===== src/rtl/ledwalk_ctrl_pkg.sv =====
// ledwalk_pkg: shared types and constants for the LED walker controller.
package ledwalk_pkg;

    // Default LED bank width.
    localparam int unsigned NLEDS_DEFAULT = 9;

    // Start-direction encoding of the request's dir bit.
    localparam logic DIR_UP = 1'b0;
    localparam logic DIR_DN = 1'b1;

    // Walker FSM states.
    typedef enum logic [1:0] {
        IDLE = 2'd0,
        FWD  = 2'd1,
        REV  = 2'd2
    } state_t;

endpackage


===== src/rtl/ledwalk_ctrl_if.sv =====
// ledwalk_ctrl_if: request / status bundle between a request source and the walker.
interface ledwalk_ctrl_if
    import ledwalk_pkg::*;
#(
    parameter int unsigned NLEDS = NLEDS_DEFAULT
);
    logic             i_req;
    logic             i_dir;
    logic             i_bounce;
    logic             i_abort;
    logic [NLEDS-1:0] o_led;
    logic             o_busy;
    logic             o_done;

    // Request source side.
    modport master (
        output i_req, i_dir, i_bounce, i_abort,
        input  o_led, o_busy, o_done
    );

    // Walker controller side.
    modport slave (
        input  i_req, i_dir, i_bounce, i_abort,
        output o_led, o_busy, o_done
    );
endinterface


===== src/rtl/ledwalk_ctrl_step_timer.sv =====
// ledwalk_step_timer: loadable, self-reloading down-counter that marks the
// last cycle of each STEP_CYCLES-long LED position.
module ledwalk_step_timer #(
    parameter int unsigned STEP_CYCLES = 4
) (
    input  logic i_clk,
    input  logic i_reset,
    input  logic i_load,
    input  logic i_en,
    output logic o_stb
);
    localparam int unsigned CW = $clog2(STEP_CYCLES);
    localparam logic [CW-1:0] RELOAD = CW'(STEP_CYCLES - 1);

    logic [CW-1:0] cnt_q;

    // Count down while enabled, wrapping back to the reload value after zero.
    always_ff @(posedge i_clk) begin
        if (i_reset) begin
            cnt_q <= '0;
        end else if (i_load) begin
            cnt_q <= RELOAD;
        end else if (i_en) begin
            cnt_q <= (cnt_q == '0) ? RELOAD : cnt_q - 1'b1;
        end
    end

    assign o_stb = (cnt_q == '0);
endmodule


===== src/rtl/ledwalk_ctrl.sv =====
// ledwalk_ctrl: on request, walks a single lit LED across an NLEDS-wide bank,
// one position every STEP_CYCLES clocks, single pass or there-and-back.
// Optional macro LEDWALK_CTRL_HEARTBEAT_EN: 1 Hz blink on o_led[0] while idle.
module ledwalk_ctrl
    import ledwalk_pkg::*;
#(
    parameter int unsigned CLK_RATE_HZ = 12_000_000,
    parameter int unsigned STEP_CYCLES = 1_200_000,
    parameter int unsigned NLEDS       = NLEDS_DEFAULT
) (
    input  logic          i_clk,
    input  logic          i_reset,
    ledwalk_ctrl_if.slave bus
);
    state_t           state_q, state_d;
    logic [NLEDS-1:0] led_q, led_d;
    logic             done_q, done_d;
    logic             dir_q, bounce_q;
    logic             accept, step, tmr_stb;
    logic             at_far, at_start;
    logic [NLEDS-1:0] led_fwd, led_back;

    assign accept = (state_q == IDLE) && bus.i_req && !bus.i_abort;
    assign step   = (state_q != IDLE) && tmr_stb;

    // Positions relative to the latched start direction.
    assign at_far   = (dir_q == DIR_UP) ? led_q[NLEDS-1] : led_q[0];
    assign at_start = (dir_q == DIR_UP) ? led_q[0] : led_q[NLEDS-1];
    assign led_fwd  = (dir_q == DIR_UP) ? (led_q << 1) : (led_q >> 1);
    assign led_back = (dir_q == DIR_UP) ? (led_q >> 1) : (led_q << 1);

    ledwalk_step_timer #(
        .STEP_CYCLES (STEP_CYCLES)
    ) u_step_timer (
        .i_clk   (i_clk),
        .i_reset (i_reset),
        .i_load  (accept),
        .i_en    (state_q != IDLE),
        .o_stb   (tmr_stb)
    );

    // State register.
    always_ff @(posedge i_clk) begin
        if (i_reset) begin
            state_q <= IDLE;
        end else begin
            state_q <= state_d;
        end
    end

    // Next-state logic; abort overrides every other transition.
    always_comb begin
        state_d = state_q;
        unique case (state_q)
            IDLE: if (accept) state_d = FWD;
            FWD:  if (step && at_far) state_d = bounce_q ? REV : IDLE;
            REV:  if (step && at_start) state_d = IDLE;
            default: state_d = IDLE;
        endcase
        if (bus.i_abort) begin
            state_d = IDLE;
        end
    end

    // Next LED pattern and completion pulse for the output registers.
    always_comb begin
        led_d  = led_q;
        done_d = 1'b0;
        unique case (state_q)
            IDLE: begin
                led_d = '0;
                if (accept) begin
                    led_d = (bus.i_dir == DIR_DN) ? NLEDS'(1) << (NLEDS - 1) : NLEDS'(1);
                end
            end
            FWD: begin
                if (step) begin
                    if (!at_far) begin
                        led_d = led_fwd;
                    end else if (bounce_q) begin
                        led_d = led_back;
                    end else begin
                        led_d  = '0;
                        done_d = 1'b1;
                    end
                end
            end
            REV: begin
                if (step) begin
                    if (at_start) begin
                        led_d  = '0;
                        done_d = 1'b1;
                    end else begin
                        led_d = led_back;
                    end
                end
            end
            default: led_d = '0;
        endcase
        if (bus.i_abort) begin
            led_d  = '0;
            done_d = 1'b0;
        end
    end

    // Output registers plus direction/mode captured at accept.
    always_ff @(posedge i_clk) begin
        if (i_reset) begin
            led_q    <= '0;
            done_q   <= 1'b0;
            dir_q    <= DIR_UP;
            bounce_q <= 1'b0;
        end else begin
            led_q  <= led_d;
            done_q <= done_d;
            if (accept) begin
                dir_q    <= bus.i_dir;
                bounce_q <= bus.i_bounce;
            end
        end
    end

    assign bus.o_busy = (state_q != IDLE);
    assign bus.o_done = done_q;

`ifdef LEDWALK_CTRL_HEARTBEAT_EN
    localparam int unsigned HB_HALF = (CLK_RATE_HZ / 2 > 1) ? CLK_RATE_HZ / 2 : 1;
    localparam int unsigned HB_W    = (HB_HALF > 1) ? $clog2(HB_HALF) : 1;
    localparam logic [HB_W-1:0] HB_LAST = HB_W'(HB_HALF - 1);

    logic [HB_W-1:0] hb_cnt_q;
    logic            hb_q;

    // Free-running half-period counter toggling the heartbeat level.
    always_ff @(posedge i_clk) begin
        if (i_reset) begin
            hb_cnt_q <= '0;
            hb_q     <= 1'b0;
        end else if (hb_cnt_q == HB_LAST) begin
            hb_cnt_q <= '0;
            hb_q     <= !hb_q;
        end else begin
            hb_cnt_q <= hb_cnt_q + 1'b1;
        end
    end

    // led_q is all-zero in IDLE, so OR-ing in the blink cannot disturb a walk.
    assign bus.o_led = led_q | NLEDS'(hb_q && (state_q == IDLE));
`else
    // Keeps the clock-rate parameter referenced when no heartbeat is built.
    logic unused_clk_rate;
    assign unused_clk_rate = ^CLK_RATE_HZ;

    assign bus.o_led = led_q;
`endif
endmodule


===== src/flat_wrapper.sv =====
// flat-port wrapper written by rule: the top's interface ports become plain ports
module ledwalk_ctrl_flat import ledwalk_pkg::*;
#(
    parameter int unsigned CLK_RATE_HZ = 12_000_000,
    parameter int unsigned STEP_CYCLES = 1_200_000,
    parameter int unsigned NLEDS       = NLEDS_DEFAULT
)
  (i_clk, i_reset, bus_i_req, bus_i_dir, bus_i_bounce, bus_i_abort, bus_o_led, bus_o_busy, bus_o_done);
  ledwalk_ctrl_if #(.NLEDS(NLEDS)) bus_i ();
  input  logic i_clk;
  input  logic i_reset;
  input wire logic [$bits(bus_i.i_req)-1:0] bus_i_req;
  input wire logic [$bits(bus_i.i_dir)-1:0] bus_i_dir;
  input wire logic [$bits(bus_i.i_bounce)-1:0] bus_i_bounce;
  input wire logic [$bits(bus_i.i_abort)-1:0] bus_i_abort;
  output wire logic [$bits(bus_i.o_led)-1:0] bus_o_led;
  output wire logic [$bits(bus_i.o_busy)-1:0] bus_o_busy;
  output wire logic [$bits(bus_i.o_done)-1:0] bus_o_done;
  assign bus_i.i_req = bus_i_req;
  assign bus_i.i_dir = bus_i_dir;
  assign bus_i.i_bounce = bus_i_bounce;
  assign bus_i.i_abort = bus_i_abort;
  assign bus_o_led = bus_i.o_led;
  assign bus_o_busy = bus_i.o_busy;
  assign bus_o_done = bus_i.o_done;
  ledwalk_ctrl #(.CLK_RATE_HZ(CLK_RATE_HZ), .STEP_CYCLES(STEP_CYCLES), .NLEDS(NLEDS)) u_core (.i_clk(i_clk), .i_reset(i_reset), .bus(bus_i));
endmodule

===== config.mk =====
export PLATFORM = sky130hd
export DESIGN_NAME = ledwalk_ctrl_flat
export DESIGN_NICKNAME = d
export VERILOG_FILES = /design/src/rtl/ledwalk_ctrl_pkg.sv /design/src/rtl/ledwalk_ctrl_if.sv /design/src/rtl/ledwalk_ctrl_step_timer.sv /design/src/rtl/ledwalk_ctrl.sv /design/src/flat_wrapper.sv
export SDC_FILE = /design/constraint.sdc
export NUM_CORES = 1
export LEC_CHECK = 0
export CAP_MARGIN = 20
export CORE_MARGIN = 1
export CORE_UTILIZATION = 57
export DETAILED_ROUTE_END_ITERATION = 8
export PLACE_DENSITY_LB_ADDON = 0.08
export SETUP_SLACK_MARGIN = 0.1
export SYNTH_ARGS = -nofsm -noshare
export SYNTH_HDL_FRONTEND = slang
export SYNTH_SLANG_ARGS = --single-unit

===== constraint.sdc =====
create_clock -name i_clk -period 2.9 [get_ports i_clk]
set_input_delay 0.58 -clock i_clk [delete_from_list [all_inputs] [get_ports i_clk]]
set_output_delay 0.58 -clock i_clk [all_outputs]
set_load 0.01 [all_outputs]

[After elaboration in Yosys (flattened, before gate mapping)]
Index checks and enable logic that the tools add are counted.
Word-level totals
  register bits: 35
  output and inout bits: 11
  logic and storage cells: 55
  bits of input ports: 6
Operators by class
  equality and inequality tests: 7
  reductions and logical operators: 14
  add/sub/neg operators: 1
  multiplexer cells: 26
Operator list (number)
  $mux 9: 9
  $mux 21: 3
  $pmux 9 s3: 1
  $logic_not 21->1: 1
  $sub 21x1->21 const B: 1
  $ne 2x1->1 const B: 5
  $mux 2: 4
  $mux 1: 7
  $pmux 2 s3: 1
  $logic_and 1x1->1: 5
  $reduce_bool 2->1: 2
  $reduce_or 2->1: 2
  $reduce_and 3->1: 1
  $eq 2x1->1 const B: 1
  $eq 2x2->1 const B: 1
  $logic_not 2->1: 1
  $pmux 1 s2: 1
  $reduce_and 2->1: 1
  $logic_not 1->1: 1

[Depth between registers and ports, before layout]
  depth in word-level cells: 5
  depth in mapped cells: 8
  depth with buffers taken out: 7

[Modules after synthesis]
From an unflattened synthesis, not the netlist that was laid out.
Unflattened totals
  cell total of the unflattened synthesis: 250
  area total of the unflattened synthesis: 2145.8 sq um
Modules (own cells, without submodules)
  ledwalk_step_timer: sequential area each 420.4 sq um, cells an instance 131, area an instance 1124.8 sq um, instances 1
  ledwalk_ctrl: sequential area each 280.3 sq um, cells an instance 119, area an instance 1021.0 sq um, instances 1

[Least setup slack after synthesis]
OpenSTA, ideal clock, no wires.
  path kind: register -> register
  start point: register u_core.state_q[0]
  end point: register u_core.u_step_timer.cnt_q[19]
  path slack: 0.856 ns
  stages on the path, launching flop included: 9
  data required time: 2.822 ns
  path buffers: 1
  library setup time: 0.078 ns
  clock period less this slack: 2.044 ns
  arrival: 1.965 ns
  path through: dfxtp_1 -> inv_1 -> ha_1 -> clkbuf_1 -> or4_1 -> nor3_1 -> nand3_1 -> xor2_1 -> nor3_1
On the way
  word-level cells in the longest chain between the ends: 4
  elaborated cells on any way between the ends: 5
  those cells by class: 5 x reduce/logical
Ends and longest elaborated chain
  from (decl): line ledwalk_ctrl.sv:15  | state_t state_q, state_d;
  from (signal assigned): line ledwalk_ctrl.sv:47  | state_q <= state_d;
  $logic_not 2->1: line ledwalk_ctrl.sv:23  | assign accept = (state_q == IDLE) && bus.i_req && !bus.i_abort;
  $logic_and 1x1->1 (2 in a row): line ledwalk_ctrl.sv:23
  $reduce_or 2->1 (no source line)
  to (signal assigned): line ledwalk_ctrl_step_timer.sv:24  | cnt_q <= (cnt_q == '0) ? RELOAD : cnt_q - 1'b1;
  to (decl): line ledwalk_ctrl_step_timer.sv:15  | logic [CW-1:0] cnt_q;
Parallel ways exist; a longest one is shown, timed or not.
A chain may end at the register's enable or synchronous reset.

[Final worst setup path]
  start point: register u_core.state_q[0]
  end point: output port bus_o_busy
On the way
  word-level cells in the longest chain between the ends: 1
Ends and longest elaborated chain
  $reduce_bool 2->1: line ledwalk_ctrl.sv:123  | assign bus.o_busy = (state_q != IDLE);
  to (decl): line flat_wrapper.sv:17  | output wire logic [$bits(bus_i.o_busy)-1:0] bus_o_busy;
Every way passes these cells.

==> metrics.md <==
| Metric | Value |
|---|---|
| Peak supply drop | `0.335 mV` |
| TritonCTS clock tree | `yes` |
| Reg2Reg Depth | `7` |
| Clock slew at reported path FFs | `0.11 ns` |
| Leakage | `0.738 nW` |
| Total wire length | `4260 microns` |
| Synth Net Count | `239` |
| Slowest cell delay on critical path | `0.56 ns` |
| Fin util | `69.6%` |
| Crit. End Element | `output port` |
| Number of global-route vias before repair | `1,581` |
| CTS buffer count | `5` |
| Placed cells | `279` |
| Setup TNS | `0 ns` |
| Top cell type's share of synthesized area | `37.3%` |
| Hold Path Class | `reg2reg` |
| Die height | `59.4 microns` |
| FF+latch count, synth | `35` |
| Worst EP required | `2.32 ns` |
| Drt drc | `0` |
| # setup viols final | `0` |
| Clk root buf | `clkbuf_4` |
| FF-to-FF setup slack | `0.58 ns` |
| Max-slew headroom | `65.1%` |
| GRT overflow | `0` |
| Antenna viol nets, final | `0` |
| Initial core utilization | `60.6%` |
| Net count reported at finish | `253` |
| Synth cell types | `42` |
| Final Worst Setup Slack | `0.434 ns` |
| Initial antenna violation count | `0` |
| Dominant cells by area after synthesis | `dfxtp_1 37%, a21oi_1 5.3%, nor3_1 4.5%, xnor2_1 4.2%, nand2_1 3.4%` |
| Placed inst area | `0.00207 sq mm` |
| Worst-path fanout max | `9` |
| Max Cap Viol | `0` |
| Clock latency on the worst-skew pair | `0.35 ns` |
| Vias per inst | `6.20` |
| Clock sinks | `35` |
| Crit path max-delay cell type | `clkdlybuf4s50_1` |
| Dominant cell type by area after synthesis | `dfxtp_1` |
| CP Data Arrival Time | `1.89 ns` |
| Sequential area share after synthesis | `37.3%` |
| PD cells | `513 mW/mm^2` |
| Post-CTS Resized | `0` |
| Hold-fix buffers, CTS | `0` |
| Measured slew at the worst slew-check pin | `0.518 ns` |
| PortBufs | `16` |
| Post-route minimum period | `2.47 ns` |
| Largest net degree at the start of global routing | `24` |
| Most common cell after layout, fill and taps aside | `dfxtp_1` |
| Final Hold Viols | `0` |
| Most used cell, CP | `inv_1` |
| Avg Inst Size Synth | `8.25 sq um` |
| Die X-Extent | `59.4 microns` |
| Layout cell share with drive strength beyond 1 | `8.64%` |
| Final period util | `85.0%` |
| Most frequent cells in the layout | `35 x dfxtp_1, 20 x a21oi_1, 17 x nand2_1, 17 x nor3_1, 16 x clkdlybuf4s50_1` |
| Cell area after synthesis | `0.00188 sq mm` |
| Global-route usage over all layers | `26.6%` |
| Maximum clock frequency | `406 MHz` |
| Synth warn | `0` |
| Pre-CTS setup slack | `0.377 ns` |
| Row count | `20` |
| First-pass GRT wire length | `7020 microns` |
| CP startpoint | `u_core.state_q[0]$_SDFFE_PP0P_` |
| Post-route insts no fill | `287` |
| Ports | `17` |
| DR vias | `1,780` |
| Die ar. | `0.00353 sq mm` |
| Antenna cells | `0` |
| RSZ-0062 raised after global routing | `no` |
| Post-Route Skew | `0.00720 ns` |
| Reg2Reg Launch Point | `u_core.state_q[0]$_SDFFE_PP0P_` |
| Kind of start point of the critical path | `register` |
| Crit-path cells | `inv_1 -> ha_1 -> inv_1 -> clkdlybuf4s50_1` |
| Area Growth Syn to Fin | `14.8%` |
| Setup CP Type | `reg2out` |
| 1st-iter DRT viols | `189` |
| Status | `complete, no violations` |
| DR WL/cell | `14.9 microns` |
| Max Slew Vio Count | `0` |
| RR Endpoint | `u_core.u_step_timer.cnt_q[19]$_SDFFE_PP0N_` |
| Post-DP HPWL | `3110 microns` |
| H-tree depth reported by CTS | `2` |
| Clock Path Buffers | `2` |
| Synth Instances | `228` |
| Gp weighted congestion | `0.895` |
| Core area | `0.00310 sq mm` |
| Post-route cell area | `0.00216 sq mm` |
| Crit path capture | `bus_o_busy` |
| Post CTS Setup Buffer Count | `0` |
| Drt pass-1 iters | `7` |
[power breakdown]
group          switching (mW)  total, mW  internal [mW]
registers              0.0362      0.544          0.508
logic                   0.108      0.191         0.0830
clock network           0.168      0.371          0.204
total                   0.312       1.11          0.795
[logic make-up (layout without fill, tap and decap cells)]
group / count (synthesis) / count (layout) / synth area share [%]
AND/OR/NAND/NOR: 97 / 97 / 28.8
AO/OA/AOI/OAI: 54 / 54 / 18.6
flip-flops: 35 / 35 / 37.3
XOR/XNOR: 16 / 16 / 7.45
adder cells (fa/ha/maj): 5 / 5 / 3.33
buffers and inverters: 20 / 35 / 4.06
multiplexers: 1 / 1 / 0.532
[critical path, delay by kind of cell (launching register included)]
family	cells	cell delay, ns
buf+inv	3	0.82
fa+ha+maj	1	0.31
flops	1	0.40
[layer usage]
layer	wire length, microns	global-route usage (%)	vias to the layer above	share of wire (%)
met3	304	6.33	11	7.1
met1	1940	34.7	842	46
li1	-	-	857	-
met5	0	0	-	0
met2	1930	40.6	70	45
met4	87	13.6	0	2.0
[cell usage after synthesis (all sizes together)]
library cell / count
nor3b: 1
a221oi: 5
o2111ai: 1
xnor2: 9
nor4: 6
nor2: 13
o31ai: 4
a21o: 1
o21ai: 8
nand2: 17
or2: 2
o211ai: 2
inv: 8
nor2b: 7
and4: 1
mux2i: 1
buf: 1
a31oi: 2
or3: 5
nand4b: 1
o221a: 1
ha: 5
nand3b: 2
nand4: 1
nor3: 20
a311oi: 1
a21oi: 20
a22oi: 2
or4: 5
and2: 1
xor2: 7
o41ai: 1
o2bb2ai: 2
a21boi: 2
nand3: 11
dfxtp: 35
nand2b: 4
clkbuf: 11
a211oi: 2
[registers in the layout, indices dropped and copies added, names as in the netlist]
name,cells
u_core.u_step_timer.cnt_q,21
u_core.bus.o_done,1
u_core.dir_q,1
u_core.bus.o_led,9
u_core.bounce_q,1
u_core.state_q,2
[layout make-up]
class / instances / area (sq um)
Clock buffer: 6 / 51.3
Tap cell: 44 / 55.1
Multi-Input combinational cell: 173 / 1100
Clock inverter: 2 / 35.0
Fill cell: 269 / 945
Timing Repair Buffer: 19 / 183
Sequential cell: 35 / 701
Inverter: 8 / 30.0
[worst min path at each step]
| stage | slack [ns] | depth (start not counted) | to | start |
|---|---|---|---|---|
| 6_report | 0.50 | 2 | u_core.u_step_timer.cnt_q[20]$_SDFFE_PP0P_ | u_core.u_step_timer.cnt_q[20]$_SDFFE_PP0P_ |
| 5_1_grt | 0.53 | 2 | u_core.u_step_timer.cnt_q[20]$_SDFFE_PP0P_ | u_core.u_step_timer.cnt_q[20]$_SDFFE_PP0P_ |
| 4_1_cts | 0.49 | 2 | u_core.u_step_timer.cnt_q[20]$_SDFFE_PP0P_ | u_core.u_step_timer.cnt_q[20]$_SDFFE_PP0P_ |
| 3_5_place_dp | 0.48 | 2 | u_core.u_step_timer.cnt_q[20]$_SDFFE_PP0P_ | u_core.u_step_timer.cnt_q[20]$_SDFFE_PP0P_ |
| 3_3_place_gp | 0.47 | 2 | u_core.u_step_timer.cnt_q[20]$_SDFFE_PP0P_ | u_core.u_step_timer.cnt_q[20]$_SDFFE_PP0P_ |
| 2_1_floorplan | 0.45 | 2 | u_core.u_step_timer.cnt_q[20]$_SDFFE_PP0P_ | u_core.u_step_timer.cnt_q[20]$_SDFFE_PP0P_ |
[stage by stage]
stage / power [mW] / hold slack, ns
2_1_floorplan: 0.691 / 0.454
3_3_place_gp: 0.734 / 0.469
3_5_place_dp: 0.743 / 0.479
4_1_cts: 1.11 / 0.494
5_1_grt: 1.15 / 0.525
6_report: 1.11 / 0.498
Note: power is estimated with default switching activity, not from simulation.
